File: src/rtl/estado_fsm.sv
// estado_fsm: supervisory OFF -> START -> RUN sequencer feeding the 7-segment
// display controller. Power switch, fault sensors and acknowledge button are
// synchronized (2 flops) and optionally debounced before use.
// Build option: define ESTADO_DEBOUNCE_EN to include the debouncers; when it is
// undefined the debounced value is the synchronizer output and DEB is unused.
// estado : [5] off, [4] alarm latched, [3:1] live faults, [0] normal.
// nfallas: saturating count of alarm-latch set events.
module estado_fsm #(
   parameter int unsigned DEB   = 16,
   parameter int unsigned T_ARR = 1000
) (
   input  logic       clk,
   input  logic       reset,
   input  logic       enc,
   input  logic [2:0] sens,
   input  logic       ack,
   output logic [5:0] estado,
   output logic [7:0] nfallas
);

   typedef enum logic [1:0] {
      ST_OFF   = 2'd0,
      ST_START = 2'd1,
      ST_RUN   = 2'd2
   } state_t;

   localparam logic [15:0] T_ARR_LAST = 16'(T_ARR - 1);

   // Bit packing of all raw inputs: [0] enc, [3:1] sens, [4] ack.
   logic [4:0] raw_s;
   logic [4:0] sync1_r;
   logic [4:0] sync2_r;
   logic [4:0] deb_s;

   logic       on_s;
   logic [2:0] f_s;
   logic       ack_pulse_s;
   logic       ack_prev_r;

   state_t     state_r;
   state_t     state_n_s;
   logic [15:0] start_cnt_r;
   logic [15:0] start_cnt_n_s;
   logic       alm_r;
   logic       alm_n_s;
   logic       alm_prev_r;
   logic [5:0] estado_r;
   logic [5:0] estado_n_s;
   logic [7:0] nfallas_r;

   assign raw_s = {ack, sens, enc};

   // Two-flop synchronizer for every raw input bit.
   always_ff @(posedge clk) begin
      if (reset) begin
         sync1_r <= 5'd0;
         sync2_r <= 5'd0;
      end else begin
         sync1_r <= raw_s;
         sync2_r <= sync1_r;
      end
   end

`ifdef ESTADO_DEBOUNCE_EN
   localparam logic [16:0] DEB_LIM = 17'(DEB);

   logic [15:0] deb_cnt_r [0:4];
   logic [4:0]  deb_r;

   // Per-bit debouncer: accept a new level only after DEB consecutive differing samples.
   always_ff @(posedge clk) begin
      if (reset) begin
         deb_r <= 5'd0;
         for (int i = 0; i < 5; i++) begin
            deb_cnt_r[i] <= 16'd0;
         end
      end else begin
         for (int i = 0; i < 5; i++) begin
            if (sync2_r[i] == deb_r[i]) begin
               deb_cnt_r[i] <= 16'd0;
            end else if (({1'b0, deb_cnt_r[i]} + 17'd1) == DEB_LIM) begin
               deb_r[i]     <= sync2_r[i];
               deb_cnt_r[i] <= 16'd0;
            end else begin
               deb_cnt_r[i] <= deb_cnt_r[i] + 16'd1;
            end
         end
      end
   end

   assign deb_s = deb_r;
`else
   assign deb_s = sync2_r;
`endif

   assign on_s        = deb_s[0];
   assign f_s         = deb_s[3:1];
   assign ack_pulse_s = deb_s[4] & ~ack_prev_r;

   // Next state, START timer, alarm latch and display code; estado is derived
   // from the post-edge state and alarm so it is glitch-free and aligned.
   always_comb begin
      state_n_s     = state_r;
      start_cnt_n_s = start_cnt_r;
      alm_n_s       = alm_r;
      estado_n_s    = 6'b100000;

      case (state_r)
         ST_OFF: begin
            start_cnt_n_s = 16'd0;
            if (on_s) begin
               state_n_s = ST_START;
            end else begin
               state_n_s = ST_OFF;
            end
         end
         ST_START: begin
            if (!on_s) begin
               state_n_s     = ST_OFF;
               start_cnt_n_s = 16'd0;
            end else if (start_cnt_r == T_ARR_LAST) begin
               state_n_s     = ST_RUN;
               start_cnt_n_s = 16'd0;
            end else begin
               state_n_s     = ST_START;
               start_cnt_n_s = start_cnt_r + 16'd1;
            end
         end
         ST_RUN: begin
            start_cnt_n_s = 16'd0;
            if (!on_s) begin
               state_n_s = ST_OFF;
            end else begin
               state_n_s = ST_RUN;
            end
         end
         default: begin
            state_n_s     = ST_OFF;
            start_cnt_n_s = 16'd0;
         end
      endcase

      // A present fault always wins over an acknowledge in the same cycle.
      if (state_n_s == ST_RUN) begin
         if (|f_s) begin
            alm_n_s = 1'b1;
         end else if (ack_pulse_s) begin
            alm_n_s = 1'b0;
         end else begin
            alm_n_s = alm_r;
         end
      end else begin
         alm_n_s = 1'b0;
      end

      case (state_n_s)
         ST_OFF:   estado_n_s = 6'b100000;
         ST_START: estado_n_s = 6'b000000;
         ST_RUN:   estado_n_s = {1'b0, alm_n_s, f_s, (~alm_n_s) & (~|f_s)};
         default:  estado_n_s = 6'b100000;
      endcase
   end

   // State, timer, alarm and display registers.
   always_ff @(posedge clk) begin
      if (reset) begin
         state_r     <= ST_OFF;
         start_cnt_r <= 16'd0;
         alm_r       <= 1'b0;
         alm_prev_r  <= 1'b0;
         ack_prev_r  <= 1'b0;
         estado_r    <= 6'b100000;
      end else begin
         state_r     <= state_n_s;
         start_cnt_r <= start_cnt_n_s;
         alm_r       <= alm_n_s;
         alm_prev_r  <= alm_r;
         ack_prev_r  <= deb_s[4];
         estado_r    <= estado_n_s;
      end
   end

   // Alarm event counter: one count per latch rising edge, saturating at 255.
   always_ff @(posedge clk) begin
      if (reset) begin
         nfallas_r <= 8'd0;
      end else if (alm_r && !alm_prev_r && (nfallas_r != 8'd255)) begin
         nfallas_r <= nfallas_r + 8'd1;
      end else begin
         nfallas_r <= nfallas_r;
      end
   end

   assign estado  = estado_r;
   assign nfallas = nfallas_r;

endmodule

File: config.mk
export PLATFORM = sky130hd
export DESIGN_NAME = estado_fsm
export DESIGN_NICKNAME = d
export VERILOG_FILES = /design/src/rtl/estado_fsm.sv
export SDC_FILE = /design/constraint.sdc
export NUM_CORES = 1
export LEC_CHECK = 0
export ABC_AREA = 0
export BUFFER_PORTS_ARGS = -buffer_cell sky130_fd_sc_hd__buf_4
export CAP_MARGIN = 25
export CORE_UTILIZATION = 50
export CTS_CLUSTER_SIZE = 16
export DETAILED_ROUTE_END_ITERATION = 8
export PLACE_DENSITY_LB_ADDON = 0.12
export SYNTH_ARGS = -nofsm -noshare
export SYNTH_HDL_FRONTEND = slang
export SYNTH_SLANG_ARGS = --single-unit
File: constraint.sdc
create_clock -name clk -period 1.95 [get_ports clk]
set_input_delay 0.195 -clock clk [delete_from_list [all_inputs] [get_ports clk]]
set_output_delay 0.195 -clock clk [all_outputs]
set_load 0.02 [all_outputs]
==> flow_summary.toml, run 1 <==
[route]
drtPass1Iterations = 4
avgRoutedWirePerCell_um = 12.1
drt.antenna.violating_nets = 0
drt-vias-per-instance = 5.13
drc = 0
via_count = 1314
drt_iter0_drc = 61
wirelength_um = 3090

[grt]
grt_pass1_vias = 1196
grt_overflow = 0
antenna_found_initial = 0
track_usage = 0.181
grt_pass1_wl_um = 4960
grt_max_degree = 26

[yosys]
async_flop_share = 0
avgSynthCellArea_um2 = 9.98
syn_inst = 177
ys_types = 38
syn_area_mm2 = 0.00177
synth-edff-count = 0
synth_seq_cells = 45
synthFlopType = "dfxtp_1"
yosysSeqAreaShare = 0.510
synthesis.nets = 187
yosys_warnings = 0

[layout]
final_common_cell = "dfxtp_1"
utilization = 0.629
nNetsFinal = 219
diodes = 0
final_cell_mix = "dfxtp_1 (43), buf_4 (30), nor2_1 (21), nor2b_1 (14)"
syn_to_final_growth_pct = 19.8
drive_above_1_share = 0.229
fin_cells = 256

[setup_path]
arrival_ps = 2090
worstSetupPathType = "reg2reg"
worst_setup_path_start_kind = "flip-flop"
cp_max_fo = 3
crit_end = "estado[5]$_SDFF_PP1_"
r2r_cells = 7
end_kind = "flip-flop"
r2r_slack_ps = 120
cp.required_ps = 2210
startpoint = "start_cnt_r[0]$_SDFF_PP0_"
r2r-start = "start_cnt_r[0]$_SDFF_PP0_"
r2r-end = "estado[5]$_SDFF_PP1_"

[floorplan]
core_mm2 = 0.00336
io_pins = 21
fp-row-count = 21
fp.dieH_um = 61.4
die_area_mm2 = 0.00377
initial_core_util = 0.525
fp.dieW_um = 61.4

[sta]
max_freq_mhz = 546
finalWorstSetupSlack_ps = 119
final_hold_viol_count = 0
finClkSkew_ps = 12.7
holdWs_ps = 43.7
layout_min_cycle_time_ps = 1830
finalMaxSlewViolations = 0
finalSetupViolations = 0
tightestPinTransition_ps = 716
max-slew-margin-rel = 0.510
fin_crit_sh = 0.939

[placed_design]
port-buffer-count = 20
gp_congestion = 0.797
placed_cells = 248
dp_hpwl_um = 2240
place_ws_ps = 59.9

[pwr]
leakagePower_nw = 0.747
peakVddDrop_uv = 383
power_mw = 1.39
p_per_area_mw_per_mm2 = 658

[job]
timing.max_cap.violations = 0

[cts]
postCtsSetupBuffers = 0
insertion_delay_ps = 350
clkTransAtPathRegs_ps = 130
cts_root_buf = "clkbuf_4"
clock_sinks = 45
cts_tree = "done"
clockBufferDepth = 2
h-tree-depth = 2
cts_buffers = 5

[run_status]
status = "finished clean"

[worst_hold_path]
holdCritPathClass = "in2reg"
[flip-flops by register name, summed over array words and instances, names as in the netlist, 2 cells and up]
register / flops
deb_s: 5
estado: 6
nfallas: 8
start_cnt_r: 16
state_r: 2
sync1_r: 5
[routing by layer]
metal	routed length [µm]	GRT usage	vias up
met5	0	0	-
met4	44	0.0698	0
met3	93	0.0567	6
met2	1610	0.321	17
met1	1350	0.203	612
li1	-	-	679
[Yosys cell counts (all sizes together) (3+ instances only)]
cell type / n / area, µm²
o31ai: 4 / 30.0
nor2b: 14 / 87.6
nor3: 4 / 20.0
nor2: 21 / 78.8
nand2: 6 / 22.5
nand4: 9 / 56.3
dfxtp: 45 / 901
ha: 3 / 37.5
buf: 3 / 21.3
nor4: 4 / 31.3
nand3: 6 / 30.0
xor2: 9 / 78.8
or4: 3 / 22.5
a21oi: 4 / 20.0
and2: 7 / 43.8
inv: 5 / 18.8
xnor2: 7 / 61.3
[area by class of cell]
type                            count  area, µm²
Clock inverter                      2       15.0
Clock buffer                        6       41.3
Multi-Input combinational cell    122        855
Inverter                            5       18.8
Sequential cell                    45        903
Tap cell                           46       57.6
Timing Repair Buffer               30        225
Fill cell                         307       1250
[power by group]
part	switching [mW]	total (mW)	internal (mW)
registers	0.00411	0.934	0.930
clock network	0.284	0.425	0.141
logic	0.0147	0.0328	0.0181
[cells by family (layout without fill, tap and decap cells)]
group / count (synthesis) / count (layout) / synth area share
xor gates and xnor gates: 16 / 16 / 0.0793
buffers and inverters: 10 / 43 / 0.0269
DFF: 45 / 45 / 0.510
and+or+nand+nor: 87 / 87 / 0.285
muxes: 2 / 2 / 0.0113
AOI/OAI and AO/OA: 14 / 14 / 0.0659
adders and majority gates: 3 / 3 / 0.0212
[how the worst min path moves through the flow]
stage	cells past startpoint	end	slack [ps]	start
2_1_floorplan	1	deb_s[2]$_SDFF_PP0_	270	reset
3_3_place_gp	2	sync1_r[0]$_SDFF_PP0_	400	enc
3_5_place_dp	2	sync1_r[4]$_SDFF_PP0_	410	ack
4_1_cts	2	sync1_r[4]$_SDFF_PP0_	20	ack
5_1_grt	2	sync1_r[2]$_SDFF_PP0_	20	sens[1]
6_report	2	sync1_r[1]$_SDFF_PP0_	40	sens[0]
[critical path: stages, from the launching register on]
cell,delay [ps]
dfxtp_2,380
ha_4,140
nor4b_4,200
nand4_1,180
mux2i_1,190
and2_4,180
ha_4,190
or2_2,290
[stage by stage]
| step | area [µm²] | TNS [ps] |
|---|---|---|
| 5_1_grt | 2120 | -14.8 |
| 2_1_floorplan | 1770 | 0 |
| 6_report | 2120 | 0 |
| 3_5_place_dp | 2020 | 0 |
| 4_1_cts | 2080 | 0 |
| 3_3_place_gp | 2020 | 0 |
[timing repair]
action / 4_1_cts / 5_1_grt
endpoints found under the setup margin: 0 / 6
resized for setup: 0 / 7
hold buffers: 0 / 0
endpoints found under the hold margin: 0 / 0
Power figures use the tool's default switching activity.
==> run 2, diff against run 1 <==
--- a/config.mk
+++ b/config.mk
@@ -11,2 +11,3 @@
 export CORE_UTILIZATION = 50
+export CTS_BUF_LIST = sky130_fd_sc_hd__clkbuf_2 sky130_fd_sc_hd__clkbuf_4 sky130_fd_sc_hd__clkbuf_8
 export CTS_CLUSTER_SIZE = 16
@@ -14,2 +15,3 @@
 export PLACE_DENSITY_LB_ADDON = 0.12
+export REMOVE_ABC_BUFFERS = 1
 export SYNTH_ARGS = -nofsm -noshare
--- a/constraint.sdc
+++ b/constraint.sdc
@@ -3,2 +3,2 @@
 set_output_delay 0.195 -clock clk [all_outputs]
-set_load 0.02 [all_outputs]
+set_load 0.01 [all_outputs]
==> run 2 against run 1 <==
  * Cell count increased by 0.39%
  * Via count increased by 1.6%
  * Routed wire length decreased by 1.4%
  * Die area unchanged
  * Clock skew increased by 2.0 ps
  * Non-clock buffer count increased by 1
  * Largest cell class unchanged
==> flow_summary.toml, run 2 (synthesized netlist as in run 1, its figures left out) <==
[run_status]
status = "finished clean"

[pwr]
peakVddDrop_uv = 518
leakagePower_nw = 0.761
p_per_area_mw_per_mm2 = 664
power_mw = 1.41

[setup_path]
arrival_ps = 2120
crit_buf_inv = 0
end_kind = "flip-flop"
r2r-end = "estado[5]$_SDFF_PP1_"
r2r-start = "start_cnt_r[0]$_SDFF_PP0_"
max_stage_delay_ps = 350
cp_max_fo = 3
startpoint = "start_cnt_r[0]$_SDFF_PP0_"
critPathTopFamily = "simple AND/OR/NAND/NOR gates"
worstSetupPathType = "reg2reg"
worst_setup_path_start_kind = "flip-flop"
r2r_cells = 7
crit_chain = "ha_2, nor4b_4, nand4_1, mux2i_1, and2_4, ha_4, or2_2"
crit_slowest_cell = "dfxtp_2"
r2r_slack_ps = 80
cp.required_ps = 2200

[sta]
tightestPinTransition_ps = 835
holdWs_ps = 41.7
finClkSkew_ps = 14.7
layout_min_cycle_time_ps = 1870
setup_tns_ps = 0
fin_crit_sh = 0.958
max-slew-margin-rel = 0.429
max_freq_mhz = 536
finalSetupViolations = 0
finalMaxSlewViolations = 0
final_hold_viol_count = 0
rsz0062_at_grt = "false"

[layout]
syn_to_final_growth_pct = 19.8
fillers = 303
final_cell_mix = "dfxtp_1 (43), buf_4 (31), nor2_1 (21), nor2b_1 (14)"
diodes = 0
nNetsFinal = 220
fin_cells = 257
drive_above_1_share = 0.237
final_common_cell = "dfxtp_1"
largest_reg_flops = 16
regMostFlops = "start_cnt_r"

[job]
timing.max_cap.violations = 0

[worst_hold_path]
min_to = "sync1_r[3]$_SDFF_PP0_"
min_path_cells = 2
holdCritPathClass = "in2reg"
min_from = "sens[2]"

[grt]
antenna_found_initial = 0
grtUsageMet3 = 0.0504
grt_pass1_wl_um = 4860
track_usage = 0.182
grt.busiest_layer = "met2"
grt_max_degree = 26
use_met1 = 0.211
grt_overflow = 0
use_met2 = 0.307
grt_pass1_vias = 1165

[cts]
cts_root_buf = "clkbuf_4"
clockBufferDepth = 2
cts_hold_buf = 0
clock_sinks = 45
cts_tree = "done"
insertion_delay_ps = 350
h-tree-depth = 2
cts_buffers = 5
clkTransAtPathRegs_ps = 140

[floorplan]
initial_core_util = 0.525
die_area_mm2 = 0.00377
fp.dieH_um = 61.4
fp.dieW_um = 61.4
core_mm2 = 0.00336
fp-row-count = 21
io_pins = 21

[placed_design]
dp_hpwl_um = 2180
port-buffer-count = 20
placed_cells = 248
gp_congestion = 0.758

[route]
drt_iter0_drc = 84
wirelength_um = 3050
via_count = 1335
drt-vias-per-instance = 5.19
drt.antenna.violating_nets = 0
drc = 0
avgRoutedWirePerCell_um = 11.9
drtPass1Iterations = 4
run 2: cell types whose count changed in the layout (fill, tap and decap cells not counted):
cell and change:
clkinv_2 +1, clkbuf_1 -1, ha_2 +1, clkinv_4 +2, buf_4 +1, clkinvlp_4 -2
ha_4 -1
run 2: worst max-delay path by stage:
| stage | to | slack [ps] | depth (start not counted) |
|---|---|---|---|
| final | estado[5]$_SDFF_PP1_ | 80 | 7 |
| after global routing | estado[5]$_SDFF_PP1_ | 0.8 | 7 |
| after CTS | estado[5]$_SDFF_PP1_ | 6 | 7 |
| after detailed placement | estado[5]$_SDFF_PP1_ | 20 | 7 |
| after global placement | estado[5]$_SDFF_PP1_ | 70 | 7 |
| after floorplan | nfallas[3]$_SDFFE_PP0P_ | 60 | 5 |
run 2: repair_timing:
item	CTS	global route
gates resized for setup	0	6
endpoints found under the setup margin	0	6
buffers inserted	0	1
run 2: area by class of cell:
cell class	count	area, µm²	area share
Clock buffer	5	37.5	0.0177
Clock inverter	3	22.5	0.0106
Inverter	5	18.8	0.00887
Multi-Input combinational cell	122	845	0.399
Sequential cell	45	903	0.427
Tap cell	46	57.6	0.0272
Timing Repair Buffer	31	233	0.110
run 2: power breakdown:
part | total, mW | internal [mW] | switching (mW)
clock network | 0.438 | 0.143 | 0.295
logic | 0.0326 | 0.0182 | 0.0144
registers | 0.934 | 0.930 | 0.00383
run 2: metal layers:
layer,part of all wire,vias up
li1,-,681
met1,0.44,614
met2,0.50,38
met3,0.050,2
met4,0.0089,0
met5,0,-
run 2: per-stage QoR:
stage | cell area (µm²) | setup WS, ps | util
2_1_floorplan | 1740 | 55.3 | -
3_3_place_gp | 2020 | 66.2 | 0.601
3_5_place_dp | 2020 | 19.5 | 0.601
4_1_cts | 2080 | 5.70 | 0.619
5_1_grt | 2120 | 0.838 | 0.629
6_report | 2120 | 82.8 | 0.629
run 2: worst reg2reg max path, cell delays in order (launching register included):
cell     delay, ps
dfxtp_2        350
ha_2           170
nor4b_4        210
nand4_1        170
mux2i_1        200
and2_4         180
ha_4           200
or2_2          290
